### src/rtl/immdt_extender_pipe.sv
// Immediate extender with a small output queue.
// Each accepted immediate is extended to OUT_W bits (zero, sign, upper-load
// or sign-extended-and-shifted) at the input, then held in a DEPTH-entry FIFO.
// Flush empties the queue so that a squashed branch leaves nothing behind.
module immdt_extender_pipe #(
  parameter int IN_W  = 16,
  parameter int OUT_W = 32,
  parameter int SHAMT = 2,
  parameter int DEPTH = 2
) (
  input  logic                       clk,
  input  logic                       reset,
  input  logic                       flush,
  input  logic                       in_valid,
  output logic                       in_ready,
  input  logic [IN_W-1:0]            in_immdt,
  input  logic [1:0]                 in_mode,
  output logic                       out_valid,
  input  logic                       out_ready,
  output logic [OUT_W-1:0]           out_immdt,
  output logic [$clog2(DEPTH+1)-1:0] out_count
);

  localparam int CW = $clog2(DEPTH + 1);
  localparam int PW = (DEPTH > 1) ? $clog2(DEPTH) : 1;

  // Apply one of the four extension rules to a raw immediate.
  function automatic logic [OUT_W-1:0] extend(input logic [IN_W-1:0] imm,
                                               input logic [1:0]      mode);
    logic signed [OUT_W-1:0] sx;
    sx = OUT_W'($signed(imm));
    case (mode)
      2'd0:    extend = OUT_W'(imm);
      2'd1:    extend = sx;
      2'd2:    extend = {imm, {(OUT_W-IN_W){1'b0}}};
      default: extend = sx <<< SHAMT;
    endcase
  endfunction

  // Advance a queue pointer, wrapping at DEPTH-1 so any depth works.
  function automatic logic [PW-1:0] wrap_inc(input logic [PW-1:0] p);
    wrap_inc = (p == PW'(DEPTH - 1)) ? '0 : p + PW'(1);
  endfunction

  logic [CW-1:0]    count;
  logic [PW-1:0]    rd_ptr;
  logic [PW-1:0]    wr_ptr;
  logic [OUT_W-1:0] mem_p1 [DEPTH];
  logic [OUT_W-1:0] ext_p0;
  logic             push;
  logic             pop;

  // Stage 0: handshake qualifiers and extension of the incoming immediate.
  assign in_ready  = (count < CW'(DEPTH));
  assign out_valid = (count != '0);
  assign push      = in_valid & in_ready;
  assign pop       = out_valid & out_ready;
  assign ext_p0    = extend(in_immdt, in_mode);

  // Queue control: reset beats flush, flush beats any push or pop.
  always_ff @(posedge clk) begin
    if (reset || flush) begin
      count  <= '0;
      rd_ptr <= '0;
      wr_ptr <= '0;
    end else begin
      if (push) wr_ptr <= wrap_inc(wr_ptr);
      if (pop)  rd_ptr <= wrap_inc(rd_ptr);
      case ({push, pop})
        2'b10:   count <= count + CW'(1);
        2'b01:   count <= count - CW'(1);
        default: count <= count;
      endcase
    end
  end

  // Stage 1: store the already-extended value at the tail.
  always_ff @(posedge clk) begin
    if (push && !flush && !reset) mem_p1[wr_ptr] <= ext_p0;
  end

  // Head entry is driven to zero while empty so the output is never X.
  assign out_immdt = out_valid ? mem_p1[rd_ptr] : '0;
  assign out_count = count;

endmodule

### config.mk
export PLATFORM = sky130hd
export DESIGN_NAME = immdt_extender_pipe
export DESIGN_NICKNAME = d
export VERILOG_FILES = /design/src/rtl/immdt_extender_pipe.sv
export SDC_FILE = /design/constraint.sdc
export NUM_CORES = 1
export LEC_CHECK = 0
export CORE_MARGIN = 5
export CORE_UTILIZATION = 30
export CTS_CLUSTER_DIAMETER = 50
export DETAILED_ROUTE_END_ITERATION = 8
export HOLD_SLACK_MARGIN = 0.02
export RECOVER_POWER = 25
export SETUP_SLACK_MARGIN = 0.05
export SLEW_MARGIN = 20
export SYNTH_ARGS = -nofsm -noshare
export SYNTH_HDL_FRONTEND = slang
export SYNTH_SLANG_ARGS = --single-unit
### constraint.sdc
create_clock -name clk -period 4.55 [get_ports clk]
set_input_delay 0.91 -clock clk [delete_from_list [all_inputs] [get_ports clk]]
set_output_delay 0.91 -clock clk [all_outputs]
set_load 0.1 [all_outputs]
==> impl_metrics.py <==
metrics = {
    "pwr": {
        "p_int_mw": 0.973,
        "power.leakage_nw": 1.43,
        "p_comb_frac": 0.194,
        "p_switching_mw": 0.406,
        "switching_share": 0.294,
        "finalPower_mw": 1.38,
        "ir_drop_uv": 134,
        "sequentialPowerShare": 0.521,
        "clockPowerShare": 0.285,
        "power_density_nw_per_um2": 361,
    },
    "timing": {
        "rsz0062_at_grt": "false",
        "tightest_slew_ns": 1.96,
        "fin_crit_sh": 0.736,
        "final-max-slew-violation-count": 33,
        "clock_skew_ns": 0.00427,
        "slew_headroom": -0.306,
        "setup-tns-final_ns": 0,
        "fin_crit_ns": 3.35,
        "fmax_mhz": 298,
        "setup_viol": 0,
        "whs_ns": 0.555,
        "hold_violations": 0,
    },
    "floorplan": {
        "pin_count": 59,
        "fp-row-count": 36,
        "die_area_um2": 12100,
        "die_x_um": 110,
        "initial_core_util": 0.307,
        "die_h_um": 110,
        "design.core.area_um2": 9770,
    },
    "worst_setup_path": {
        "worstSetupEndpointType": "register",
        "crit_required_ns": 4.47,
        "cp_max_fo": 32,
        "worstRegToRegCells": 3,
        "r2r_slack_ns": 1.93,
        "arrival_ns": 3.27,
        "path_class": "in2reg",
        "timing.rr.end": "mem_p1[1][14]",
        "critical_path.startpoint_type": "primary input",
        "reg2reg_from": "out_count[1]",
        "cp-startpoint": "in_valid",
    },
    "route": {
        "num_vias": 1935,
        "wl_um": 6660,
        "dr.max_layer_used": "met4",
        "met2WireLength_um": 3210,
        "post-route-drc-count": 0,
        "wire_per_inst_um": 15.4,
        "antenna_left": 0,
        "via_per_inst": 4.47,
        "drtIter0Drc": 113,
        "drt-pass1-iter-count": 6,
        "wl_met1_um": 3020,
        "wl_met3_um": 324,
    },
    "clock_network": {
        "worstSkewPairLatency_ns": 0.33,
        "cts_buffer_depth": 2,
        "cts_buffers": 9,
        "clock_sinks": 69,
        "tritoncts": "yes",
        "htreeDepth": 3,
        "clkSlewWorstSetupHoldPaths_ns": 0.07,
        "cts_setup_buffers": 0,
        "cts_hold_buf": 0,
        "cts_resized": 0,
        "root_buffer": "clkbuf_8",
    },
    "global_route": {
        "grt_pass1_wl_um": 10400,
        "grt-ovfl-total": 0,
        "grt_pass1_vias": 1987,
        "track_usage": 0.117,
        "antenna_found_initial": 0,
        "grt_max_degree": 33,
    },
    "yosys": {
        "yosysMostFrequentCell": "edfxtp_1",
        "synth_area_leader_cell": "edfxtp_1",
        "syn_area_um2": 3010,
        "synth_top_area_frac": 0.639,
        "synth_edf_count": 64,
        "synth_cell_type_count": 23,
        "ys_ff_latch": 69,
        "synth_fp_nets": 258,
        "synth-main-ff-cell": "edfxtp_1",
        "synth_top_cells_by_area": "edfxtp_1 (64%), mux2i_1 (11%), nor2_1 (4.6%)",
        "syn_inst": 234,
        "ys_seq_area_frac": 0.673,
        "avgSynthCellArea_um2": 12.8,
        "synthArstFlopShare": 0,
        "synth_common_cells": "edfxtp_1 (64), nor2_1 (37), mux2i_1 (33), inv_1 (18), o21ai_0 (16)",
        "ys_warn_count": 0,
    },
    "job": {
        "max_cap_viol_count": 1,
    },
    "hold_path": {
        "hp-class": "reg2reg",
        "min_from": "rd_ptr",
        "min_to": "rd_ptr",
        "holdPathStages": 2,
    },
    "cells_and_area": {
        "n_antenna_cell": 0,
        "regArea_um2": 2020,
        "layout-drive-gt1-share": 0.160,
        "final_util": 0.390,
        "areaGrowthSynthToFinish_pct": 27.0,
        "layout.nets": 320,
        "layoutNonFillerInstCount": 433,
        "n_fill_cell": 961,
        "multi_input_area_um2": 861,
    },
    "placement": {
        "dp.cells": 418,
        "dpl.hpwl_um": 4610,
        "gp_congestion": 0.748,
        "portBuffers": 58,
    },
    "outcome": {
        "status": "complete, but fails checks",
        "violations": "max-capacitance violations, max-slew violations",
    },
}
cells in the final DEF (no fill, tap or decap):
| cell type | count |
|---|---|
| clkbuf_8 | 9 |
| clkinv_1 | 1 |
| buf_4 | 34 |
| clkbuf_1 | 4 |
| and2_0 | 2 |
| nor2_1 | 36 |
| mux2i_1 | 33 |
| a21o_1 | 14 |
| dfxtp_2 | 1 |
| nand2_1 | 14 |
| nor3_1 | 4 |
| xor2_1 | 2 |
| o21ai_0 | 16 |
| inv_1 | 18 |
| or3_1 | 1 |
| nor2b_1 | 4 |
| nor4_4 | 1 |
| a21boi_1 | 1 |
| dlygate4sd3_1 | 4 |
| edfxtp_1 | 64 |
| a21oi_1 | 1 |
| nor2_2 | 1 |
| and3_1 | 1 |
| dfxtp_1 | 4 |
| clkinv_2 | 2 |
| clkdlybuf4s50_1 | 25 |
| ha_1 | 1 |
| xnor2_1 | 2 |
worst max-delay path by stage:
stage / end / depth (start not counted)
after global routing: mem_p1[1][3] / 4
after CTS: out_immdt[15] / 3
after detailed placement: out_immdt[15] / 3
after global placement: out_immdt[14] / 3
after floorplan: out_immdt[10] / 3
final: mem_p1[1][14] / 4
routing by layer:
layer,vias up,GRT usage
met3,8,0.0384
li1,941,-
met1,950,0.147
met2,36,0.187
met4,0,0.0440
met5,-,0
worst max-delay path: stages:
cell	delay, ns
dlygate4sd3_1	0.51
nor2b_1	0.24
and3_1	0.19
clkbuf_1	1.40
power by group through the flow:
stage | logic [mW] | clock network, mW | registers, mW
2_1_floorplan | 0.187 | 0 | 0.737
3_3_place_gp | 0.269 | 0 | 0.732
3_5_place_dp | 0.270 | 0 | 0.732
4_1_cts | 0.271 | 0.406 | 0.718
5_1_grt | 0.282 | 0.442 | 0.719
6_report | 0.268 | 0.392 | 0.718
registers in the layout (all words and copies together) (netlist names), named ones only:
register / count
mem_p1: 64
out_count: 2
wr_ptr: 1
rd_ptr: 1
cells by family after synthesis:
kind of cell / share of synthesized area
xor+xnor: 0.0117
fa+ha+maj: 0.00416
compound gates: 0.0658
simple gates: 0.0891
buf+inv: 0.0466
mux: 0.110
flops: 0.673
cell type report:
class,count,area share
Sequential cell,69,0.530
Multi-Input combinational cell,134,0.226
Timing Repair Buffer,64,0.144
Tap cell,133,0.0436
Clock buffer,12,0.0354
Inverter,18,0.0177
Clock inverter,3,0.00361
metrics by stage:
step	setup WS [ns]	cell area, um2
floorplan	0.903	3010
global placement	1.53	3670
detailed placement	1.52	3670
CTS	1.14	3820
global route	1.04	3820
finish	1.20	3820
Note: power is estimated with default switching activity, not from simulation.
